File: config.mk
export PLATFORM = sky130hd
export DESIGN_NAME = tx_am_scheduler
export DESIGN_NICKNAME = d
export VERILOG_FILES = /design/src/rtl/tx_am_scheduler.sv
export SDC_FILE = /design/constraint.sdc
export NUM_CORES = 1
export LEC_CHECK = 0
export BUFFER_PORTS_ARGS = -buffer_cell sky130_fd_sc_hd__buf_2
export CAP_MARGIN = 30
export CELL_PAD_IN_SITES_DETAIL_PLACEMENT = 1
export CELL_PAD_IN_SITES_GLOBAL_PLACEMENT = 1
export CORE_MARGIN = 10
export CORE_UTILIZATION = 40
export DETAILED_ROUTE_END_ITERATION = 6
export GPL_ROUTABILITY_DRIVEN = 1
export PLACE_DENSITY_LB_ADDON = 0.1
export SYNTH_ARGS = -nofsm -noshare
export SYNTH_HDL_FRONTEND = slang
export SYNTH_SLANG_ARGS = --single-unit
export TNS_END_PERCENT = 10
File: constraint.sdc
create_clock -name i_clock -period 2 [get_ports i_clock]
set_clock_uncertainty 0.2 [all_clocks]
set_input_delay 0.4 -clock i_clock [delete_from_list [all_inputs] [get_ports i_clock]]
set_output_delay 0.4 -clock i_clock [all_outputs]
set_load 0.1 [all_outputs]
File: src/rtl/tx_am_scheduler.sv
// TX PCS sequencing controller: startup flush, per-stage enables and periodic AM gaps.
// Optional build macro TX_AM_PERIOD_PROG_EN adds the i_am_period port (runtime AM period).
//
// state     | meaning
// ----------+-----------------------------------------------------------
// S_IDLE    | stopped, all stage enables low
// S_STARTUP | flushing the chain for STARTUP_CYCLES cycles
// S_RUN     | one data block per cycle, block counter advancing
// S_AM_GAP  | NLANES-cycle hole for alignment markers, never truncated
module tx_am_scheduler #(
    parameter int NMODULES       = 2,
    parameter int NLANES         = 20,
    parameter int LEN_LANE       = 5,
    parameter int AM_PERIOD      = 16383,
    parameter int LEN_PERIOD     = 14,
    parameter int STARTUP_CYCLES = 4,
    parameter int STAGE_LATENCY  = 2
) (
    input  logic                  i_clock,
    input  logic                  i_reset,
    input  logic                  i_run,
`ifdef TX_AM_PERIOD_PROG_EN
    input  logic [LEN_PERIOD-1:0] i_am_period,
`endif
    output logic                  o_tx_ready,
    output logic [NMODULES-1:0]   o_enable,
    output logic                  o_am_gap,
    output logic                  o_am_insert,
    output logic [LEN_LANE-1:0]   o_am_lane,
    output logic [LEN_PERIOD-1:0] o_block_count
);

    localparam int SU_W   = (STARTUP_CYCLES > 1) ? $clog2(STARTUP_CYCLES) : 1;
    localparam int AM_DLY = NMODULES * STAGE_LATENCY;

    typedef enum logic [1:0] {
        S_IDLE,
        S_STARTUP,
        S_RUN,
        S_AM_GAP
    } state_t;

    state_t                state_q;
    state_t                state_d;
    logic [SU_W-1:0]       su_cnt;
    logic [LEN_PERIOD-1:0] blk_cnt;
    logic [LEN_LANE-1:0]   lane_cnt;
    logic [LEN_PERIOD-1:0] period_w;
    logic                  su_last;
    logic                  blk_last;
    logic                  lane_last;

    logic                  en0_q;
    logic [LEN_LANE-1:0]   gap_lane_q;
    logic                  ins_sr  [AM_DLY];
    logic [LEN_LANE-1:0]   lane_sr [AM_DLY];
    wire  [NMODULES-1:0]   en_w;

`ifdef TX_AM_PERIOD_PROG_EN
    logic [LEN_PERIOD-1:0] period_q;
    logic [LEN_PERIOD-1:0] period_sel;

    // 0 and 1 are not meaningful periods; fall back to the default
    assign period_sel = (i_am_period < LEN_PERIOD'(2)) ? LEN_PERIOD'(AM_PERIOD) : i_am_period;
    assign period_w   = period_q;

    always_ff @(posedge i_clock) begin
        if (!i_reset)
            period_q <= LEN_PERIOD'(AM_PERIOD);
        else if (state_q == S_IDLE && i_run)
            period_q <= period_sel;
    end
`else
    assign period_w = LEN_PERIOD'(AM_PERIOD);
`endif

    assign su_last   = (su_cnt == SU_W'(STARTUP_CYCLES - 1));
    assign blk_last  = (blk_cnt == period_w - 1'b1);
    assign lane_last = (lane_cnt == LEN_LANE'(NLANES - 1));

    always_ff @(posedge i_clock) begin
        if (!i_reset)
            state_q <= S_IDLE;
        else
            state_q <= state_d;
    end

    always_comb begin
        state_d = state_q;
        case (state_q)
            S_IDLE:    if (i_run) state_d = S_STARTUP;
            S_STARTUP: begin
                if (!i_run)       state_d = S_IDLE;
                else if (su_last) state_d = S_RUN;
            end
            S_RUN: begin
                if (!i_run)        state_d = S_IDLE;
                else if (blk_last) state_d = S_AM_GAP;
            end
            S_AM_GAP:  if (lane_last) state_d = i_run ? S_RUN : S_IDLE;
            default:   state_d = S_IDLE;
        endcase
    end

    always_ff @(posedge i_clock) begin
        if (!i_reset) begin
            su_cnt   <= '0;
            blk_cnt  <= '0;
            lane_cnt <= '0;
        end else begin
            case (state_q)
                S_IDLE: begin
                    su_cnt <= '0;
                    if (i_run) blk_cnt <= '0;
                end
                S_STARTUP: begin
                    su_cnt <= su_cnt + 1'b1;
                    if (su_last) blk_cnt <= '0;
                end
                S_RUN: begin
                    blk_cnt <= blk_last ? '0 : blk_cnt + 1'b1;
                    if (blk_last) lane_cnt <= '0;
                end
                S_AM_GAP: lane_cnt <= lane_last ? '0 : lane_cnt + 1'b1;
                default: ;
            endcase
        end
    end

    always_ff @(posedge i_clock) begin
        if (!i_reset) begin
            o_tx_ready    <= 1'b0;
            en0_q         <= 1'b0;
            o_am_gap      <= 1'b0;
            gap_lane_q    <= '0;
            o_block_count <= '0;
        end else begin
            o_tx_ready    <= (state_q == S_RUN);
            en0_q         <= (state_q == S_RUN);
            o_am_gap      <= (state_q == S_AM_GAP);
            gap_lane_q    <= (state_q == S_AM_GAP) ? lane_cnt : '0;
            o_block_count <= blk_cnt;
        end
    end

    // Marker flag and lane ride along the whole chain so they line up with its output
    always_ff @(posedge i_clock) begin
        if (!i_reset) begin
            for (int i = 0; i < AM_DLY; i++) begin
                ins_sr[i]  <= 1'b0;
                lane_sr[i] <= '0;
            end
        end else begin
            ins_sr[0]  <= o_am_gap;
            lane_sr[0] <= gap_lane_q;
            for (int i = 1; i < AM_DLY; i++) begin
                ins_sr[i]  <= ins_sr[i-1];
                lane_sr[i] <= lane_sr[i-1];
            end
        end
    end

    assign o_am_insert = ins_sr[AM_DLY-1];
    assign o_am_lane   = lane_sr[AM_DLY-1];

    assign en_w[0] = en0_q;

    // Each stage's enable trails the previous stage's by STAGE_LATENCY cycles
    for (genvar k = 1; k < NMODULES; k++) begin : g_stage
        logic st_sr [STAGE_LATENCY];

        always_ff @(posedge i_clock) begin
            if (!i_reset) begin
                for (int i = 0; i < STAGE_LATENCY; i++) st_sr[i] <= 1'b0;
            end else begin
                st_sr[0] <= en_w[k-1];
                for (int i = 1; i < STAGE_LATENCY; i++) st_sr[i] <= st_sr[i-1];
            end
        end

        assign en_w[k] = st_sr[STAGE_LATENCY-1];
    end

    assign o_enable = en_w;

endmodule

==> results of run 1 <==
==> logic make-up (layout without fill, tap and decap cells) <==
family | count (synthesis) | in the layout
adder cells (fa/ha/maj) | 4 | 4
buffers and inverters | 26 | 75
flip-flops | 70 | 70
XOR/XNOR | 6 | 6
AO/OA/AOI/OAI | 38 | 38
AND/OR/NAND/NOR | 111 | 111
==> synth_stat cells, drive strengths merged (2+ instances only) <==
library cell / count
buf: 6
o211ai: 2
nor3: 8
dfxtp: 70
and3: 4
or4: 2
or3: 2
o311ai: 2
clkbuf: 7
ha: 4
nand2b: 3
nand4: 6
a2111oi: 3
nor2: 11
a21oi: 9
nor4: 2
nand3: 10
a211oi: 3
nand3b: 2
nand2: 23
inv: 13
o22ai: 2
o21ai: 8
xnor2: 6
and2: 36
==> what timing repair did <==
| action | CTS | global route |
|---|---|---|
| endpoints found under the setup margin | 0 | 18 |
| hold endpoints to repair | 0 | 0 |
| resized for setup | 0 | 10 |
==> metrics by stage <==
step                cells  instance area (µm²)   util  setup WS, ps  setup TNS (ps)
floorplan             255                 2530      -          32.7               0
global placement      363                 2830  0.470          77.1               0
detailed placement    363                 2830  0.470          31.8               0
CTS                   379                 3030  0.503          4.88               0
global route          379                 3060  0.508         -18.0           -41.3
finish                379                 3060  0.508          57.0               0
==> tightest hold or removal path: stages <==
cell	delay, ps
buf_2	120
inv_1	80
a221oi_1	80
==> how the worst max path moves through the flow <==
stage,start,end,slack [ps],depth (start not counted)
after global placement,blk_cnt[1],blk_cnt[5],80,6
final,blk_cnt[0],blk_cnt[2],60,7
after CTS,blk_cnt[1],blk_cnt[2],5,6
after detailed placement,blk_cnt[1],blk_cnt[5],30,6
after floorplan,en0_q,o_enable[0],30,1
after global routing,blk_cnt[0],blk_cnt[2],-20,7
==> final cells by class <==
cell class | instances | area share
clock buffers | 10 | 0.0417
clock inverters | 6 | 0.0233
inverters | 13 | 0.0159
multi-input cells | 159 | 0.338
flip-flops and latches | 70 | 0.459
well taps | 75 | 0.0306
repair buffers | 46 | 0.0915
==> routing by layer <==
layer / track usage / part of all wire / vias to the layer above
met5: 0 / 0 / -
met4: 0.0540 / 0.012 / 0
met3: 0.0464 / 0.062 / 4
met2: 0.156 / 0.43 / 47
met1: 0.141 / 0.49 / 872
li1: - / - / 953
==> placed cells by master (no fill, tap or decap), drive strengths merged, types with 2 or more instances in the layout <==
cell type | synthesis | final
dfxtp | 70 | 70
buf | 6 | 46
and2 | 36 | 36
nand2 | 23 | 23
inv | 13 | 14
nor2 | 11 | 11
nand3 | 10 | 10
clkbuf | 7 | 10
a21oi | 9 | 9
o21ai | 8 | 8
nor3 | 8 | 8
xnor2 | 6 | 6
nand4 | 6 | 6
and3 | 4 | 4
ha | 4 | 4
nand2b | 3 | 3
a211oi | 3 | 3
a2111oi | 3 | 3
o311ai | 2 | 2
o211ai | 2 | 2
or3 | 2 | 2
clkinvlp | 0 | 2
clkinv | 0 | 2
or4 | 2 | 2
nand3b | 2 | 2
nor4 | 2 | 2
o22ai | 2 | 2
==> power by group <==
group | switching, W | internal, W
combinational | 0.0000565 | 0.0000246
sequential | 0.00000437 | 0.00140
clock | 0.000550 | 0.000584
total | 0.000611 | 0.00201
==> flip-flops by register name, indices dropped and copies added, names as in the netlist <==
| register | cells |
|---|---|
| gap_lane_q | 5 |
| g_stage.st_sr | 2 |
| state_q | 2 |
| lane_cnt | 5 |
| su_cnt | 2 |
| o_block_count | 14 |
| blk_cnt | 14 |
| en0_q | 1 |
| lane_sr | 20 |
| ins_sr | 4 |
| o_am_gap | 1 |
==> summary.md, run 1 <==
| Metric | Value |
|---|---|
| CTS buffer count | 9 |
| Status | finished clean |
| Tmin final | 1940 ps |
| Hold Crit Endpoint | state_q[1] |
| Crit path max fanout | 8 |
| Synth Area in Compound Gates | 0.111 |
| Crit path buffers/inverters | 2 |
| Area Growth Syn to Fin | 20.8% |
| Setup bufs post-CTS | 0 |
| Die Height | 99.6 µm |
| Leak | 1.29 nW |
| Worst setup SP type | flip-flop |
| Register Area | 0.00141 mm² |
| Xor-xnor portion of the synthesized cell area | 0.0207 |
| CP max stage delay | 430 ps |
| Mux contribution to synthesized area | 0 |
| Final Net Count | 306 |
| Sinks on Clock Net | 70 |
| Syn_nets | 262 |
| PortBufs | 26 |
| Initial DRC count | 65 |
| Post-synthesis instance area | 0.00253 mm² |
| Post-synthesis sequential element count | 70 |
| Via Count | 1876 |
| Htree depth | 3 |
| Final setup viols | 0 |
| Initial Util | 0.420 |
| Fmax | 515 MHz |
| WS Path Type | reg -> reg |
| R2r startpoint | blk_cnt[0] |
| Cell variety after synth | 43 |
| Row count | 28 |
| Total grt overflow | 0 |
| GRT Total Usage | 0.111 |
| Die Area | 0.00992 mm² |
| Core Area | 0.00603 mm² |
| Adder-cell area share of the yosys netlist | 0.0198 |
| Largest net degree at the start of global routing | 49 |
| Per-cell routed wire length | 14.0 µm |
| Layout fillers | 706 |
| Syn Inst Count | 255 |
| Skew-Pair Late Insertion Delay | 340 ps |
| DIE WIDTH | 99.6 µm |
| Hold crit path type | in -> reg |
| Clk buf depth | 2 |
| Hold_ws | 189 ps |
| Worst-margin pin slew | 563 ps |
| Critical Path End Type | flip-flop |
| Area share of the largest cell type after synthesis | 0.553 |
| Synth area leaders | dfxtp_1 55%, and2_1 8.4%, nand2_1 3.4% |
| Power density cells | 855 mW/mm² |
| # IOs | 27 |
| Crit share post-route | 0.971 |
| Vias in the first global route | 1765 |
| VDD IR max | 0.445 mV |
| Synth async-reset ratio | 0 |
| Initial antenna violation count | 0 |
| Total power | 0.00262 W |
| CP top delay family | simple AND/OR/NAND/NOR gates |
| Hold path cells | 3 |
| Synth area leader | dfxtp_1 |
| Vias per cell | 4.95 |
| # DRC | 0 |
| RePlAce Congestion | 0.795 |
| RR Endpoint | blk_cnt[2] |
| Routed WL | 5310 µm |
| Worst EP required | 2020 ps |
| Slew Limit Fails | 0 |
| ANT nets after route | 0 |
| Layout cells sized above 1 | 0.257 |
| Avg Cell Area, Syn | 9.94 µm² |
| Worst r2r path cells | 7 |
| Hold Crit Start | i_run |
| RSZ-0062 raised after global routing | true |
| Synth Area in Simple Gates | 0.246 |
| Largest family of logic cells by synthesized area | simple AND/OR/NAND/NOR gates |
| Critical Path AT | 1960 ps |
| Register area share after synthesis | 0.553 |
| Crit-path slowest cell | or4_4 |
| Final Hold Vio Count | 0 |
| Root Buffer | clkbuf_8 |
| First drt pass iteration count | 4 |
| CTS tree | done |
| Area of the multi-input gates | 0.00103 mm² |
| EDFF count, synth | 0 |
| Setup slack, reg-to-reg | 60 ps |
| Relative slew slack | 0.615 |
| N_diodes | 0 |
| Crit path cell chain | inv_1 -> ha_1 -> nand4_1 -> or4_4 -> buf_4 -> a21oi_4 -> nor3_1 |
| Main synth FF type | dfxtp_1 |
| Max-cap check violation count | 0 |
| Clock-pin slew of the registers on the worst-case setup and hold paths | 80 ps |
| Final HPWL DP | 3710 µm |
| First-pass GRT wire length | 8850 µm |
| Yosys warning total | 0 |
| Number of hold buffers added after CTS | 0 |
No activity file was read; power rests on OpenSTA's default activity.
==> run 2: changes to the inputs <==
CORE_MARGIN = 2   (was 10)
clock period = 1.8 ns   (was 2 ns; I/O delays follow)
==> summary.md, run 2 (synthesized netlist as in run 1, its figures left out) <==
| Metric | Value |
|---|---|
| Vias per cell | 4.96 (+0.20%) |
| RSZ-0062 raised after global routing | true |
| CTS tree | done |
| Row count | 28 (unchanged) |
| Routed WL | 5760 µm (+8.6%) |
| Final HPWL DP | 3830 µm (+3.2%) |
| RR Endpoint | blk_cnt[11] |
| Die Height | 83.6 µm (-16%) |
| Per-cell routed wire length | 14.4 µm (+3.1%) |
| Setup slack, reg-to-reg | -90 ps (-150 ps) |
| Final Core Density | 0.548 (+0.0397) |
| Core Area | 0.00603 mm² (unchanged) |
| Hold path cells | 3 (unchanged) |
| GRT Total Usage | 0.176 (+0.0657) |
| Total grt overflow | 0 (unchanged) |
| Sinks on Clock Net | 70 (unchanged) |
| Relative slew slack | 0.676 (+0.0607) |
| Root Buffer | clkbuf_8 |
| Tmin final | 1890 ps (-52.5 ps) |
| Vias in the first global route | 2025 (+15%) |
| Hold Crit Start | i_run |
| Initial DRC count | 92 (+42%) |
| Power density cells | 898 mW/mm² (+5.1%) |
| Finished Layout Cells | 399 (+5.3%) |
| Setup TNS | -949 ps (-949 ps) |
| RePlAce Congestion | 0.824 (+3.7%) |
| Total power | 0.00296 W (+13%) |
| Area Growth Syn to Fin | 30.3% |
| Number of hold buffers added after CTS | 0 (unchanged) |
| Initial antenna violation count | 0 (unchanged) |
| R2r startpoint | blk_cnt[0] |
| Setup WS pre-CTS | -239 ps (-271 ps) |
| Leak | 1.43 nW (+11%) |
| Htree depth | 3 (unchanged) |
| Fmax | 529 MHz (+2.8%) |
| First-pass GRT wire length | 9820 µm (+11%) |
| Biggest register | lane_sr |
| First drt pass iteration count | 4 (unchanged) |
| PortBufs | 26 (unchanged) |
| Via Count | 1979 (+5.5%) |
| Status | complete, but fails checks |
| Slew Limit Fails | 0 (unchanged) |
| Placed cells | 377 (+3.9%) |
| Largest register FFs | 20 (unchanged) |
| Initial Util | 0.420 (unchanged) |
| Worst r2r path cells | 8 (+1) |
| CTS buffer count | 9 (unchanged) |
| # IOs | 27 (unchanged) |
| Largest net degree at the start of global routing | 49 (unchanged) |
| Hold crit path type | in -> reg |
| ANT nets after route | 0 (unchanged) |
| Worst setup SP type | flip-flop |
| Layout cells sized above 1 | 0.327 (+0.0706) |
| Max-cap check violation count | 0 (unchanged) |
| WS Path Type | reg -> reg |
| Most frequent cells in the layout | 66 x dfxtp_1, 35 x buf_4, 34 x and2_1 |
| Skew-Pair Late Insertion Delay | 340 ps (about the same) |
| Final Hold Vio Count | 0 (unchanged) |
| Critical Path AT | 1920 ps (-40 ps) |
| Crit path max fanout | 6 (-2) |
| Die Area | 0.00699 mm² (-30%) |
| Hold Crit Endpoint | state_q[1] |
| Grt met3 use | 0.0663 (+0.0199) |
| Biggest regs | lane_sr x20, blk_cnt x14, o_block_count x14 |
| Commonest non-fill, non-tap cell in the layout | dfxtp_1 |
| Setup slack after layout | -90.5 ps (-148 ps) |
| Crit share post-route | 1.05 (+0.0788) |
| Final setup viols | 17 (+17) |
| # DRC | 0 (unchanged) |
| M1 GR Usage | 0.211 (+0.0697) |
| Worst-margin pin slew | 490 ps (-73.2 ps) |
| Final Net Count | 326 (+6.5%) |
| Grt met2 use | 0.300 (+0.144) |
| Critical Path End Type | flip-flop |
| N_diodes | 0 (unchanged) |
| VDD IR max | 0.687 mV (+54%) |
| Clk buf depth | 2 (unchanged) |
| Clock-pin slew of the registers on the worst-case setup and hold paths | 80 ps (about the same) |
| Worst EP required | 1830 ps (-190 ps) |
| Worst setup path startpoint | blk_cnt[0] |
| Global-route layer with the greatest usage | met2 |
| DIE WIDTH | 83.6 µm (-16%) |
| Failing checks | setup timing |
==> run 2: metal layers <==
metal,vias to the layer above,part of all wire
li1,1000,-
met1,933,0.46
met2,40,0.48
met3,6,0.044
met4,0,0.0095
met5,-,0
==> run 2: worst max-delay path by stage <==
| stage | end | slack (ps) | cells past startpoint |
|---|---|---|---|
| after CTS | blk_cnt[5] | -140 | 8 |
| after global placement | blk_cnt[5] | -140 | 6 |
| final | blk_cnt[11] | -90 | 8 |
| after detailed placement | blk_cnt[10] | -240 | 6 |
| after floorplan | blk_cnt[4] | -30 | 6 |
| after global routing | blk_cnt[6] | -170 | 8 |
==> run 2: repair_timing <==
| item | CTS | global route |
|---|---|---|
| buffers inserted | 6 | 0 |
| gates resized for setup | 15 | 11 |
| pin swaps | 13 | 3 |
| endpoints found under the setup margin | 20 | 20 |
==> run 2: stage by stage <==
step | hold slack [ps] | cell area [µm²]
floorplan | 206 | 2530
global placement | 211 | 2940
detailed placement | 220 | 2940
CTS | 153 | 3260
global route | 171 | 3300
finish | 172 | 3300
==> run 2: layout make-up <==
cell class | count | area, µm²
Tap cell | 75 | 93.8
Fill cell | 687 | 2730
Inverter | 13 | 48.8
Clock inverter | 6 | 68.8
Multi-Input combinational cell | 159 | 1080
Timing Repair Buffer | 66 | 458
Sequential cell | 70 | 1410
Clock buffer | 10 | 138
==> run 2: critical path, cell delays in order (launching register included) <==
cell     delay, ps
dfxtp_2        330
inv_2           70
ha_4           110
nand4_1        110
or4_4          460
buf_6          150
a21oi_4        160
buf_12         140
nor3_1          40
==> run 2: power by group <==
group / leakage, nW / switching (W) / internal, W
clock network: 0.103 / 0.000615 / 0.000685
logic: 0.760 / 0.0000706 / 0.0000390
registers: 0.566 / 0.00000389 / 0.00155
==> run 3: changes to the inputs <==
BUFFER_PORTS_ARGS = -buffer_cell sky130_fd_sc_hd__clkbuf_2   (was -buffer_cell sky130_fd_sc_hd__buf_2)
CTS_BUF_LIST = sky130_fd_sc_hd__clkbuf_4 sky130_fd_sc_hd__clkbuf_8   (was not set)
SKIP_LAST_GASP = 1   (was not set)
==> summary.md, run 3 (synthesized netlist as in run 1, its figures left out) <==
| Metric | Value |
|---|---|
| Die Height | 83.6 µm (unchanged) |
| # IOs | 27 (unchanged) |
| RSZ-0062 raised after global routing | true |
| Worst r2r path cells | 8 (unchanged) |
| GRT Total Usage | 0.165 (-0.0118) |
| Critical Path AT | 1930 ps (about the same) |
| Layout fillers | 706 (+2.8%) |
| Slew Limit Fails | 0 (unchanged) |
| DIE WIDTH | 83.6 µm (unchanged) |
| Worst EP required | 1820 ps (about the same) |
| Hold crit path type | in -> reg |
| Commonest non-fill, non-tap cell in the layout | dfxtp_1 |
| Register Area | 0.00141 mm² (-0.27%) |
| Area Growth Syn to Fin | 26.4% |
| Hold Crit Start | i_run |
| Biggest register | lane_sr |
| Final setup viols | 18 (+1) |
| Initial DRC count | 91 (-1.1%) |
| Vias per cell | 4.93 (-0.53%) |
| Die Area | 0.00699 mm² (unchanged) |
| Vias in the first global route | 1909 (-5.7%) |
| Skew-Pair Late Insertion Delay | 340 ps (about the same) |
| Area of the multi-input gates | 0.00105 mm² (-2.8%) |
| VDD IR max | 0.460 mV (-33%) |
| Final HPWL DP | 3720 µm (-2.9%) |
| Final Net Count | 321 (-1.5%) |
| RR Endpoint | blk_cnt[9] |
| Most frequent cells in the layout | 67 x dfxtp_1, 34 x and2_1, 32 x buf_4 |
| Total power | 0.00288 W (-3.0%) |
| First-pass GRT wire length | 9170 µm (-6.6%) |
| CTS tree | done |
| Initial antenna violation count | 0 (unchanged) |
| Max-cap check violation count | 0 (unchanged) |
| Largest net degree at the start of global routing | 49 (unchanged) |
| Tmin final | 1910 ps (+17.1 ps) |
| Crit share post-route | 1.06 (+0.00952) |
| Relative slew slack | 0.640 (-0.0355) |
| Htree depth | 3 (unchanged) |
| Routed WL | 5400 µm (-6.2%) |
| CTS buffer count | 9 (unchanged) |
| Hold Crit Endpoint | state_q[1] |
| Clock-pin slew of the registers on the worst-case setup and hold paths | 70 ps (about the same) |
| Largest register FFs | 20 (unchanged) |
| CP max stage delay | 460 ps (about the same) |
| First drt pass iteration count | 4 (unchanged) |
| Row count | 28 (unchanged) |
| Clk buf depth | 2 (unchanged) |
| Initial Util | 0.420 (unchanged) |
| ANT nets after route | 0 (unchanged) |
| Number of hold buffers added after CTS | 0 (unchanged) |
| Final Hold Vio Count | 0 (unchanged) |
| Status | complete, but fails checks |
| Setup slack after layout | -108 ps (-17.1 ps) |
| Crit path max fanout | 3 (-3) |
| Critical Path End Type | flip-flop |
| Crit path cell chain | inv_1 -> ha_1 -> nand4_1 -> or4_4 -> buf_6 -> buf_4 -> nand4_1 -> o311ai_1 |
| Biggest regs | lane_sr x20, blk_cnt x14, o_block_count x14 |
| Crit-path slowest cell | or4_4 |
| Via Count | 1939 (-2.0%) |
| Final Core Density | 0.532 (-0.0162) |
| CP most frequent cell | nand4_1 |
| Layout cells sized above 1 | 0.305 (-0.0221) |
| RePlAce Congestion | 0.843 (+2.4%) |
| Leak | 1.35 nW (-5.4%) |
| Failing checks | setup timing |
| Setup slack, reg-to-reg | -110 ps (-20 ps) |
| Total grt overflow | 0 (unchanged) |
| Fmax | 524 MHz (-0.90%) |
| Power density cells | 898 mW/mm² (about the same) |
| N_diodes | 0 (unchanged) |
| Hold path cells | 3 (unchanged) |
| # DRC | 0 (unchanged) |
| PortBufs | 26 (unchanged) |
| Sinks on Clock Net | 70 (unchanged) |
| Root Buffer | clkbuf_8 |
| Worst setup path startpoint | blk_cnt[0] |
| R2r startpoint | blk_cnt[0] |
| Core Area | 0.00603 mm² (unchanged) |
| Worst setup SP type | flip-flop |
| Per-cell routed wire length | 13.7 µm (-4.8%) |
| Worst-margin pin slew | 542 ps (+52.2 ps) |
| WS Path Type | reg -> reg |
==> run 3: cell count changes in the layout (fill, tap and decap cells not counted), moves of 2 or more <==
cell / before / now
clkbuf_2: 0 / 26
buf_6: 4 / 2
buf_4: 35 / 32
a2111oi_1: 2 / 0
buf_2: 26 / 0
==> run 3: layout make-up <==
type,count,area share
sequential,70,0.439
multi-input combinational,159,0.329
timing repair buffer,61,0.129
clock buffer,9,0.0387
tap,75,0.0293
clock inverter,6,0.0199
inverter,13,0.0152
==> run 3: through the flow <==
stage               setup TNS (ps)  worst slack [ps]  instances  instance area [µm²]  hold WS (ps)
floorplan                     -108             -27.9        255                 2530           206
global placement             -1340             -94.2        377                 2940           211
detailed placement           -2250              -146        377                 2940           220
CTS                          -1280             -86.2        393                 3190           150
global route                 -2850              -184        393                 3200           181
finish                       -1570              -108        393                 3200           166
==> run 3: worst max path at each step <==
stage	to	slack, ps	depth (start not counted)
final	blk_cnt[9]	-110	8
after global routing	blk_cnt[12]	-180	6
after CTS	blk_cnt[2]	-90	8
after detailed placement	blk_cnt[2]	-150	6
after global placement	lane_cnt[4]	-90	6
after floorplan	blk_cnt[4]	-30	6
==> run 3: worst max-delay path: cells and delay by family, from the launching register on <==
| family | cells | cell delay (ps) |
|---|---|---|
| DFF | 1 | 330 |
| and+or+nand+nor | 3 | 660 |
| AOI/OAI and AO/OA | 1 | 100 |
| adders and majority gates | 1 | 140 |
| buffers and inverters | 3 | 370 |
==> run 3: power by group <==
part	internal, W	switching (W)
combinational	0.0000349	0.0000692
clock	0.000629	0.000586
sequential	0.00155	0.00000397
==> run 3: repair_timing <==
action,4_1_cts,5_1_grt
setup endpoints to repair,19,20
pin swaps,2,0
gates resized for setup,11,4
setup buffers,1,0
==> run 3: metal layers <==
metal	vias up	track usage	routed length, µm
li1	981	-	-
met1	914	0.225	2720
met2	33	0.246	2360
met3	11	0.0326	198
met4	0	0.0836	124
met5	-	0	0
